### src/rtl/ssd1306_pkg.sv
// Shared opcodes, types and helpers for the SSD1306 SPI receive-side model.
package ssd1306_pkg;

    localparam int unsigned BYTE_W = 8;
    localparam int unsigned COL_W  = 7;
    localparam int unsigned PAGE_W = 3;
    localparam int unsigned ADDR_W = PAGE_W + COL_W;

    localparam logic [BYTE_W-1:0] OP_ADDR_MODE   = 8'h20;
    localparam logic [BYTE_W-1:0] OP_COL_ADDR    = 8'h21;
    localparam logic [BYTE_W-1:0] OP_PAGE_ADDR   = 8'h22;
    localparam logic [BYTE_W-1:0] OP_CONTRAST    = 8'h81;
    localparam logic [BYTE_W-1:0] OP_CHARGE_PUMP = 8'h8D;
    localparam logic [BYTE_W-1:0] OP_MUX_RATIO   = 8'hA8;
    localparam logic [BYTE_W-1:0] OP_DISP_OFFSET = 8'hD3;
    localparam logic [BYTE_W-1:0] OP_CLK_DIV     = 8'hD5;
    localparam logic [BYTE_W-1:0] OP_PRECHARGE   = 8'hD9;
    localparam logic [BYTE_W-1:0] OP_COM_PINS    = 8'hDA;
    localparam logic [BYTE_W-1:0] OP_VCOMH       = 8'hDB;
    localparam logic [BYTE_W-1:0] OP_DISP_OFF    = 8'hAE;
    localparam logic [BYTE_W-1:0] OP_DISP_ON     = 8'hAF;

    typedef enum logic [1:0] {
        HORIZ = 2'd0,
        VERT  = 2'd1,
        PAGE  = 2'd2
    } addr_mode_t;

    typedef enum logic [1:0] {
        CMD  = 2'd0,
        ARG1 = 2'd1,
        ARG2 = 2'd2
    } cmd_state_t;

    typedef struct packed {
        logic              dc;
        logic [BYTE_W-1:0] data;
    } rx_byte_t;

    // Number of argument bytes following an opcode.
    function automatic logic [1:0] arg_count(input logic [BYTE_W-1:0] op);
        case (op)
            OP_COL_ADDR, OP_PAGE_ADDR:                       return 2'd2;
            OP_ADDR_MODE, OP_CONTRAST, OP_CHARGE_PUMP,
            OP_MUX_RATIO, OP_DISP_OFFSET, OP_CLK_DIV,
            OP_PRECHARGE, OP_COM_PINS, OP_VCOMH:             return 2'd1;
            default:                                         return 2'd0;
        endcase
    endfunction

endpackage

### src/rtl/spi_byte_receiver.sv
// Oversampling SPI mode-0 byte receiver: synchronizes SCLK/CSn/DC/MOSI and
// flags a completed byte combinationally in the cycle the 8th rising edge is seen.
module spi_byte_receiver
    import ssd1306_pkg::*;
#(
    parameter int unsigned SYNC_STAGES = 2
) (
    input  logic     clk,
    input  logic     rst_n,
    input  logic     spi_clk,
    input  logic     spi_csn,
    input  logic     spi_dc,
    input  logic     spi_mosi,
    output logic     byte_valid_c,
    output rx_byte_t rx_byte_c
);

    localparam int unsigned CNT_W = 3;

    logic [SYNC_STAGES-1:0] sclk_sync;
    logic [SYNC_STAGES-1:0] csn_sync;
    logic [SYNC_STAGES-1:0] dc_sync;
    logic [SYNC_STAGES-1:0] mosi_sync;
    logic                   sclk_q;
    logic [CNT_W-1:0]       bit_cnt;
    logic [BYTE_W-2:0]      shift;

    logic sclk_s, csn_s, dc_s, mosi_s, sclk_rise;

    assign sclk_s    = sclk_sync[SYNC_STAGES-1];
    assign csn_s     = csn_sync[SYNC_STAGES-1];
    assign dc_s      = dc_sync[SYNC_STAGES-1];
    assign mosi_s    = mosi_sync[SYNC_STAGES-1];
    assign sclk_rise = sclk_s & ~sclk_q;

    assign byte_valid_c = sclk_rise & ~csn_s & (bit_cnt == CNT_W'(7));
    assign rx_byte_c    = '{dc: dc_s, data: {shift, mosi_s}};

    // Synchronizers idle at SCLK low / CSn high; CSn high drops any partial byte.
    always_ff @(posedge clk or negedge rst_n) begin
        if (!rst_n) begin
            sclk_sync <= '0;
            csn_sync  <= '1;
            dc_sync   <= '0;
            mosi_sync <= '0;
            sclk_q    <= 1'b0;
            bit_cnt   <= '0;
            shift     <= '0;
        end else begin
            sclk_sync <= {sclk_sync[SYNC_STAGES-2:0], spi_clk};
            csn_sync  <= {csn_sync[SYNC_STAGES-2:0], spi_csn};
            dc_sync   <= {dc_sync[SYNC_STAGES-2:0], spi_dc};
            mosi_sync <= {mosi_sync[SYNC_STAGES-2:0], spi_mosi};
            sclk_q    <= sclk_s;
            if (csn_s) begin
                bit_cnt <= '0;
            end else if (sclk_rise) begin
                shift   <= {shift[BYTE_W-3:0], mosi_s};
                bit_cnt <= bit_cnt + CNT_W'(1);
            end
        end
    end

endmodule

### src/rtl/ssd1306_spi_responder.sv
// SSD1306 command decoder and GDDRAM address generator fed by the SPI byte receiver.
module ssd1306_spi_responder
    import ssd1306_pkg::*;
#(
    parameter int unsigned SYNC_STAGES = 2,
    parameter int unsigned COLS        = 128,
    parameter int unsigned PAGES       = 8
) (
    input  logic              clk_in,
    input  logic              resetn_in,
    input  logic              spi_clk_in,
    input  logic              spi_csn_in,
    input  logic              spi_dc_in,
    input  logic              spi_mosi_in,
    output logic              wr_en_out,
    output logic [ADDR_W-1:0] wr_addr_out,
    output logic [BYTE_W-1:0] wr_data_out,
    output logic              display_on_out,
    output logic [BYTE_W-1:0] contrast_out,
    output logic [1:0]        addr_mode_out,
    output logic              cmd_valid_out,
    output logic [BYTE_W-1:0] cmd_byte_out
);

    localparam logic [COL_W-1:0]  COL_LAST  = COL_W'(COLS - 1);
    localparam logic [PAGE_W-1:0] PAGE_LAST = PAGE_W'(PAGES - 1);

    logic     rx_valid;
    rx_byte_t rx;

    spi_byte_receiver #(.SYNC_STAGES(SYNC_STAGES)) u_rx (
        .clk          (clk_in),
        .rst_n        (resetn_in),
        .spi_clk      (spi_clk_in),
        .spi_csn      (spi_csn_in),
        .spi_dc       (spi_dc_in),
        .spi_mosi     (spi_mosi_in),
        .byte_valid_c (rx_valid),
        .rx_byte_c    (rx)
    );

    cmd_state_t        state_q, state_d;
    addr_mode_t        mode_q, mode_d;
    logic [BYTE_W-1:0] op_q, op_d;
    logic [COL_W-1:0]  arg1_q, arg1_d;
    logic [COL_W-1:0]  col_q, col_d, col_start_q, col_start_d, col_end_q, col_end_d;
    logic [PAGE_W-1:0] page_q, page_d, page_start_q, page_start_d, page_end_q, page_end_d;
    logic              disp_d;
    logic [BYTE_W-1:0] contrast_d;
    logic              wr_en_d, cmd_valid_d;
    logic [ADDR_W-1:0] wr_addr_d;
    logic [BYTE_W-1:0] wr_data_d, cmd_byte_d;
    logic [COL_W-1:0]  col_inc;
    logic [PAGE_W-1:0] page_inc;

    assign addr_mode_out = mode_q;

    // Window-aware increments: past the end value they wrap to the start value.
    assign col_inc  = (col_q == col_end_q)   ? col_start_q  : col_q + COL_W'(1);
    assign page_inc = (page_q == page_end_q) ? page_start_q : page_q + PAGE_W'(1);

    always_comb begin
        state_d      = state_q;
        mode_d       = mode_q;
        op_d         = op_q;
        arg1_d       = arg1_q;
        col_d        = col_q;
        col_start_d  = col_start_q;
        col_end_d    = col_end_q;
        page_d       = page_q;
        page_start_d = page_start_q;
        page_end_d   = page_end_q;
        disp_d       = display_on_out;
        contrast_d   = contrast_out;
        wr_en_d      = 1'b0;
        wr_addr_d    = wr_addr_out;
        wr_data_d    = wr_data_out;
        cmd_valid_d  = 1'b0;
        cmd_byte_d   = cmd_byte_out;

        if (rx_valid && rx.dc) begin
            // Data byte: write, advance, and abandon any half-received command.
            wr_en_d   = 1'b1;
            wr_addr_d = ADDR_W'({page_q, col_q});
            wr_data_d = rx.data;
            state_d   = CMD;
            case (mode_q)
                HORIZ: begin
                    col_d = col_inc;
                    if (col_q == col_end_q) page_d = page_inc;
                end
                VERT: begin
                    page_d = page_inc;
                    if (page_q == page_end_q) col_d = col_inc;
                end
                default: col_d = col_q + COL_W'(1);
            endcase
        end else if (rx_valid) begin
            cmd_valid_d = 1'b1;
            cmd_byte_d  = rx.data;
            case (state_q)
                CMD: begin
                    op_d = rx.data;
                    if (arg_count(rx.data) != 2'd0) begin
                        state_d = ARG1;
                    end else begin
                        if (rx.data == OP_DISP_OFF) disp_d = 1'b0;
                        if (rx.data == OP_DISP_ON)  disp_d = 1'b1;
                        if (rx.data[7:3] == 5'b10110) page_d = rx.data[2:0];
                        if (rx.data[7:4] == 4'h0)     col_d[3:0] = rx.data[3:0];
                        if (rx.data[7:3] == 5'b00010) col_d[6:4] = rx.data[2:0];
                    end
                end
                ARG1: begin
                    if (arg_count(op_q) == 2'd2) begin
                        arg1_d  = rx.data[COL_W-1:0];
                        state_d = ARG2;
                    end else begin
                        state_d = CMD;
                        if (op_q == OP_ADDR_MODE && rx.data[1:0] != 2'd3)
                            mode_d = addr_mode_t'(rx.data[1:0]);
                        if (op_q == OP_CONTRAST) contrast_d = rx.data;
                    end
                end
                default: begin
                    state_d = CMD;
                    if (op_q == OP_COL_ADDR) begin
                        col_start_d = arg1_q;
                        col_end_d   = rx.data[COL_W-1:0];
                        col_d       = arg1_q;
                    end
                    if (op_q == OP_PAGE_ADDR) begin
                        page_start_d = arg1_q[PAGE_W-1:0];
                        page_end_d   = rx.data[PAGE_W-1:0];
                        page_d       = arg1_q[PAGE_W-1:0];
                    end
                end
            endcase
        end
    end

    always_ff @(posedge clk_in or negedge resetn_in) begin
        if (!resetn_in) begin
            state_q        <= CMD;
            mode_q         <= PAGE;
            op_q           <= '0;
            arg1_q         <= '0;
            col_q          <= '0;
            col_start_q    <= '0;
            col_end_q      <= COL_LAST;
            page_q         <= '0;
            page_start_q   <= '0;
            page_end_q     <= PAGE_LAST;
            display_on_out <= 1'b0;
            contrast_out   <= 8'h7F;
            wr_en_out      <= 1'b0;
            wr_addr_out    <= '0;
            wr_data_out    <= '0;
            cmd_valid_out  <= 1'b0;
            cmd_byte_out   <= '0;
        end else begin
            state_q        <= state_d;
            mode_q         <= mode_d;
            op_q           <= op_d;
            arg1_q         <= arg1_d;
            col_q          <= col_d;
            col_start_q    <= col_start_d;
            col_end_q      <= col_end_d;
            page_q         <= page_d;
            page_start_q   <= page_start_d;
            page_end_q     <= page_end_d;
            display_on_out <= disp_d;
            contrast_out   <= contrast_d;
            wr_en_out      <= wr_en_d;
            wr_addr_out    <= wr_addr_d;
            wr_data_out    <= wr_data_d;
            cmd_valid_out  <= cmd_valid_d;
            cmd_byte_out   <= cmd_byte_d;
        end
    end

endmodule

### config.mk
export PLATFORM = sky130hd
export DESIGN_NAME = ssd1306_spi_responder
export DESIGN_NICKNAME = d
export VERILOG_FILES = /design/src/rtl/ssd1306_pkg.sv /design/src/rtl/spi_byte_receiver.sv /design/src/rtl/ssd1306_spi_responder.sv
export SDC_FILE = /design/constraint.sdc
export NUM_CORES = 1
export LEC_CHECK = 0
export ABC_AREA = 1
export CAP_MARGIN = 20
export CORE_MARGIN = 2
export CORE_UTILIZATION = 55
export DETAILED_ROUTE_END_ITERATION = 6
export GPL_TIMING_DRIVEN = 0
export PLACE_DENSITY = 0.75
export SYNTH_ARGS = -nofsm -noshare
export SYNTH_HDL_FRONTEND = slang
export SYNTH_SLANG_ARGS = --single-unit
### constraint.sdc
create_clock -name clk_in -period 2.3 [get_ports clk_in]
set_input_delay 0.23 -clock clk_in [delete_from_list [all_inputs] [get_ports clk_in]]
set_output_delay 0.23 -clock clk_in [all_outputs]
set_load 0.1 [all_outputs]
==> results.toml <==
[run_status]
status = "complete, no violations"

[worst_setup_path]
r2r_end = "wr_data_out[5]"
r2r_cells = 7
startpoint_type = "flop"
crit_start = "contrast_out[5]"
crit_path_cell_trace = "clkdlybuf4s50_1"
cp-endpoint = "contrast_out[5]"
critPathRequiredTime_ps = 2070
critPathBufInv = 1
critPathKind = "flop to output pin"
cp-end-kind = "output pin"
reg2reg_from = "u_rx.bit_cnt[0]"
r2r_slack_ps = 180
cp_num_cells = 1
crit_path_top_delay_cell = "clkdlybuf4s50_1"
critPathMaxStageDelay_ps = 1130
worstPathArrival_ps = 2050
worstPathMaxFanout = 2
critPathTopFamily = "buffers and inverters"

[clock_network]
postCtsSetupRepairBufs = 0
cts-root-buf = "clkbuf_8"
cts_tree = "yes"
htree_levels = 3
clk-insertion-delay-late_ps = 380
cts_buffer_depth = 2
cts.sink_count = 105
cts_buffers = 9
cts.reportedPaths.clkPinSlew_ps = 100

[pwr]
p_sw_frac = 0.2725
worst_ir_drop_vdd_mv = 0.3906
power_mw = 3.595
switchingPower_mw = 0.9798
p_per_area_nw_per_um2 = 629.1
seq_power_share = 0.542
leakage_nw = 2.772
p_clk_frac = 0.354
combPwrFrac = 0.104
p_int_mw = 2.615

[place]
pre_cts_slack_ps = 251.7
gp_congestion = 0.9079
dpl.hpwl_mm = 7.832
place_inst = 714
portBuffers = 44
post_dp_cell_area_um2 = 5469

[grt]
grt_antenna_before_repair = 0
track_usage = 0.2383
gr-total-overflow = 0
grt_max_degree = 74
grt_pass1_vias = 3844
grt_pass1_wl_mm = 18.26

[sta]
hold_violations = 0
fin_skew_ps = 14.90
period_share = 0.9910
setup_viol = 0
max_freq_ghz = 0.4387
whs_ps = 246.9
fin_crit_ps = 2279
rsz0062_at_grt = "no"
setup_ws_ps = 20.69
relSlewSlack = 0.3428
fin_tns_setup_ps = 0
tightest_slew_ps = 982.8
slew_viol_final = 0

[hold_path]
hp-class = "primary input to flop"

[yosys]
synth_top_family_by_area = "simple AND/OR/NAND/NOR gates"
yosysWarnings = 0
yosys.area_share.adder = 0.01028
synth_compound_area_frac = 0.1010
yosysSeqAreaShare = 0.5448
synth-seq-cells = 105
synthesis.nets = 571
synthFlopType = "dfrtp_1"
syn_avg_cell_area_um2 = 8.678
async_flop_share = 1.000
synthSimpleGateAreaFrac = 0.2560
synthCells = 561
synth.distinct_cells = 36
muxShareOfSynthArea = 0.008995
netlist_area_um2 = 4868
synth_xor_area_frac = 0.01979
synth_edf_count = 0

[die]
io_pins = 45
core_area_um2 = 8636
dieWidth_um = 98.09
rows = 34
die_h_um = 98.09
start_util = 0.5637
dieArea_um2 = 9621

[route]
routed_wl_mm = 10.98
avgViaCountPerCell = 5.408
antenna_left = 0
drt_iter0_drc = 253
drc = 0
drt_first_pass_iters = 5
vias = 3953
wl_per_cell_um = 15.01

[cells_and_area]
drive_gt1_frac = 0.1348
utilization = 0.6617
stdcell_count = 731
fill_cells = 714
nets = 628
antennaDiodeCount = 0
syn2layout_area_growth_pct = 17.37
final_area_um2 = 5714

[job]
max_cap_violations = 0
-- routing by layer --
layer  up-vias  global-route usage  part of all wire
met5         -                   0                 0
met4         0              0.1004             0.028
met3        29             0.04366             0.055
met2       132              0.3851              0.47
met1      1869              0.3190              0.45
li1       1923                   -                 -
-- worst register-to-register path, cell delays in order (launching register included) --
cell	delay, ps
dfrtp_1	410
ha_1	210
ha_1	240
nand4_2	230
buf_2	290
clkbuf_1	450
nand2_1	110
o21ai_0	110
-- Yosys cell counts (8+ instances only) --
cell type | instances | area share
nand2_1 | 187 | 0.14
dfrtp_1 | 85 | 0.44
o21ai_0 | 65 | 0.067
inv_1 | 46 | 0.035
nand3_1 | 30 | 0.031
nor2_1 | 25 | 0.019
dfstp_2 | 20 | 0.11
nand3b_1 | 9 | 0.014
nand4_1 | 9 | 0.012
o21ai_2 | 8 | 0.014
xnor2_1 | 8 | 0.014
-- cell usage in the layout, fill, tap and decap left out, types with 2 or more instances in the layout --
cell / count
xnor2_1: 8
bufinv_16: 2
o21ai_0: 65
buf_2: 6
clkinv_4: 2
clkbuf_2: 2
nand4_2: 2
o21ai_2: 8
nor3_1: 2
nor4_1: 2
a21oi_1: 3
clkdlybuf4s50_1: 37
dfstp_2: 20
nor2_1: 25
nand3_1: 30
buf_4: 2
clkbuf_8: 9
nand4_1: 9
nand2_4: 2
clkbuf_1: 5
dlymetal6s2s_1: 5
o21ai_1: 7
xor2_1: 3
inv_6: 2
buf_6: 2
ha_1: 4
nand2_2: 2
mux2_2: 3
dfrtp_1: 85
inv_1: 46
nand3b_1: 9
nor2_2: 6
nand2_1: 187
a22oi_1: 3
inv_2: 7
-- final cells by class --
class	instances	area (um2)	area share
inverters	53	198.9	0.03482
clock inverters	7	100.1	0.01752
multi-input cells	387	1928	0.3374
repair buffers	46	486.7	0.08518
well taps	108	135.1	0.02365
flip-flops and latches	105	2653	0.4642
clock buffers	9	123.9	0.02168
plain buffers	16	88.84	0.01555
-- power groups by stage --
| stage | combinational, mW | sequential, mW | clock [mW] |
|---|---|---|---|
| 2_1_floorplan | 0.213 | 1.97 | 0 |
| 4_1_cts | 0.369 | 1.95 | 1.29 |
| 6_report | 0.375 | 1.95 | 1.27 |
| 3_5_place_dp | 0.366 | 1.98 | 0 |
| 3_3_place_gp | 0.351 | 1.98 | 0 |
| 5_1_grt | 0.416 | 1.96 | 1.36 |
-- state kept, by name, indices dropped and copies added (netlist names), 7 cells and up --
| register | cells |
|---|---|
| arg1_q | 7 |
| col_end_q | 7 |
| col_start_q | 7 |
| cmd_byte_out | 8 |
| wr_addr_out | 10 |
| col_q | 7 |
| op_q | 8 |
| contrast_out | 8 |
| u_rx.shift | 7 |
| wr_data_out | 8 |
-- what timing repair did --
action	4_1_cts	5_1_grt
cloned	0	0
gates resized for setup	1	5
hold buffers	1	0
setup endpoints to repair	1	5
hold endpoints to repair	25	0
-- worst min-delay path by stage --
stage / to / start / slack (ps) / depth (start not counted)
floorplan: addr_mode_out[0] / resetn_in / -70 / 0
global placement: u_rx.sclk_sync[1] / u_rx.sclk_sync[0] / 330 / 0
detailed placement: wr_addr_out[7] / resetn_in / 200 / 1
CTS: u_rx.csn_sync[0] / spi_csn_in / 230 / 1
global route: u_rx.csn_sync[0] / spi_csn_in / 240 / 1
finish: u_rx.csn_sync[0] / spi_csn_in / 250 / 1
-- cell families (layout without fill, tap and decap cells) --
family,count (synthesis),in the layout
AOI/OAI and AO/OA,88,88
and+or+nand+nor,280,280
xor gates and xnor gates,11,11
DFF,105,105
muxes,4,4
adders and majority gates,4,4
buffers and inverters,69,131
(Power assumes the default switching activity.)
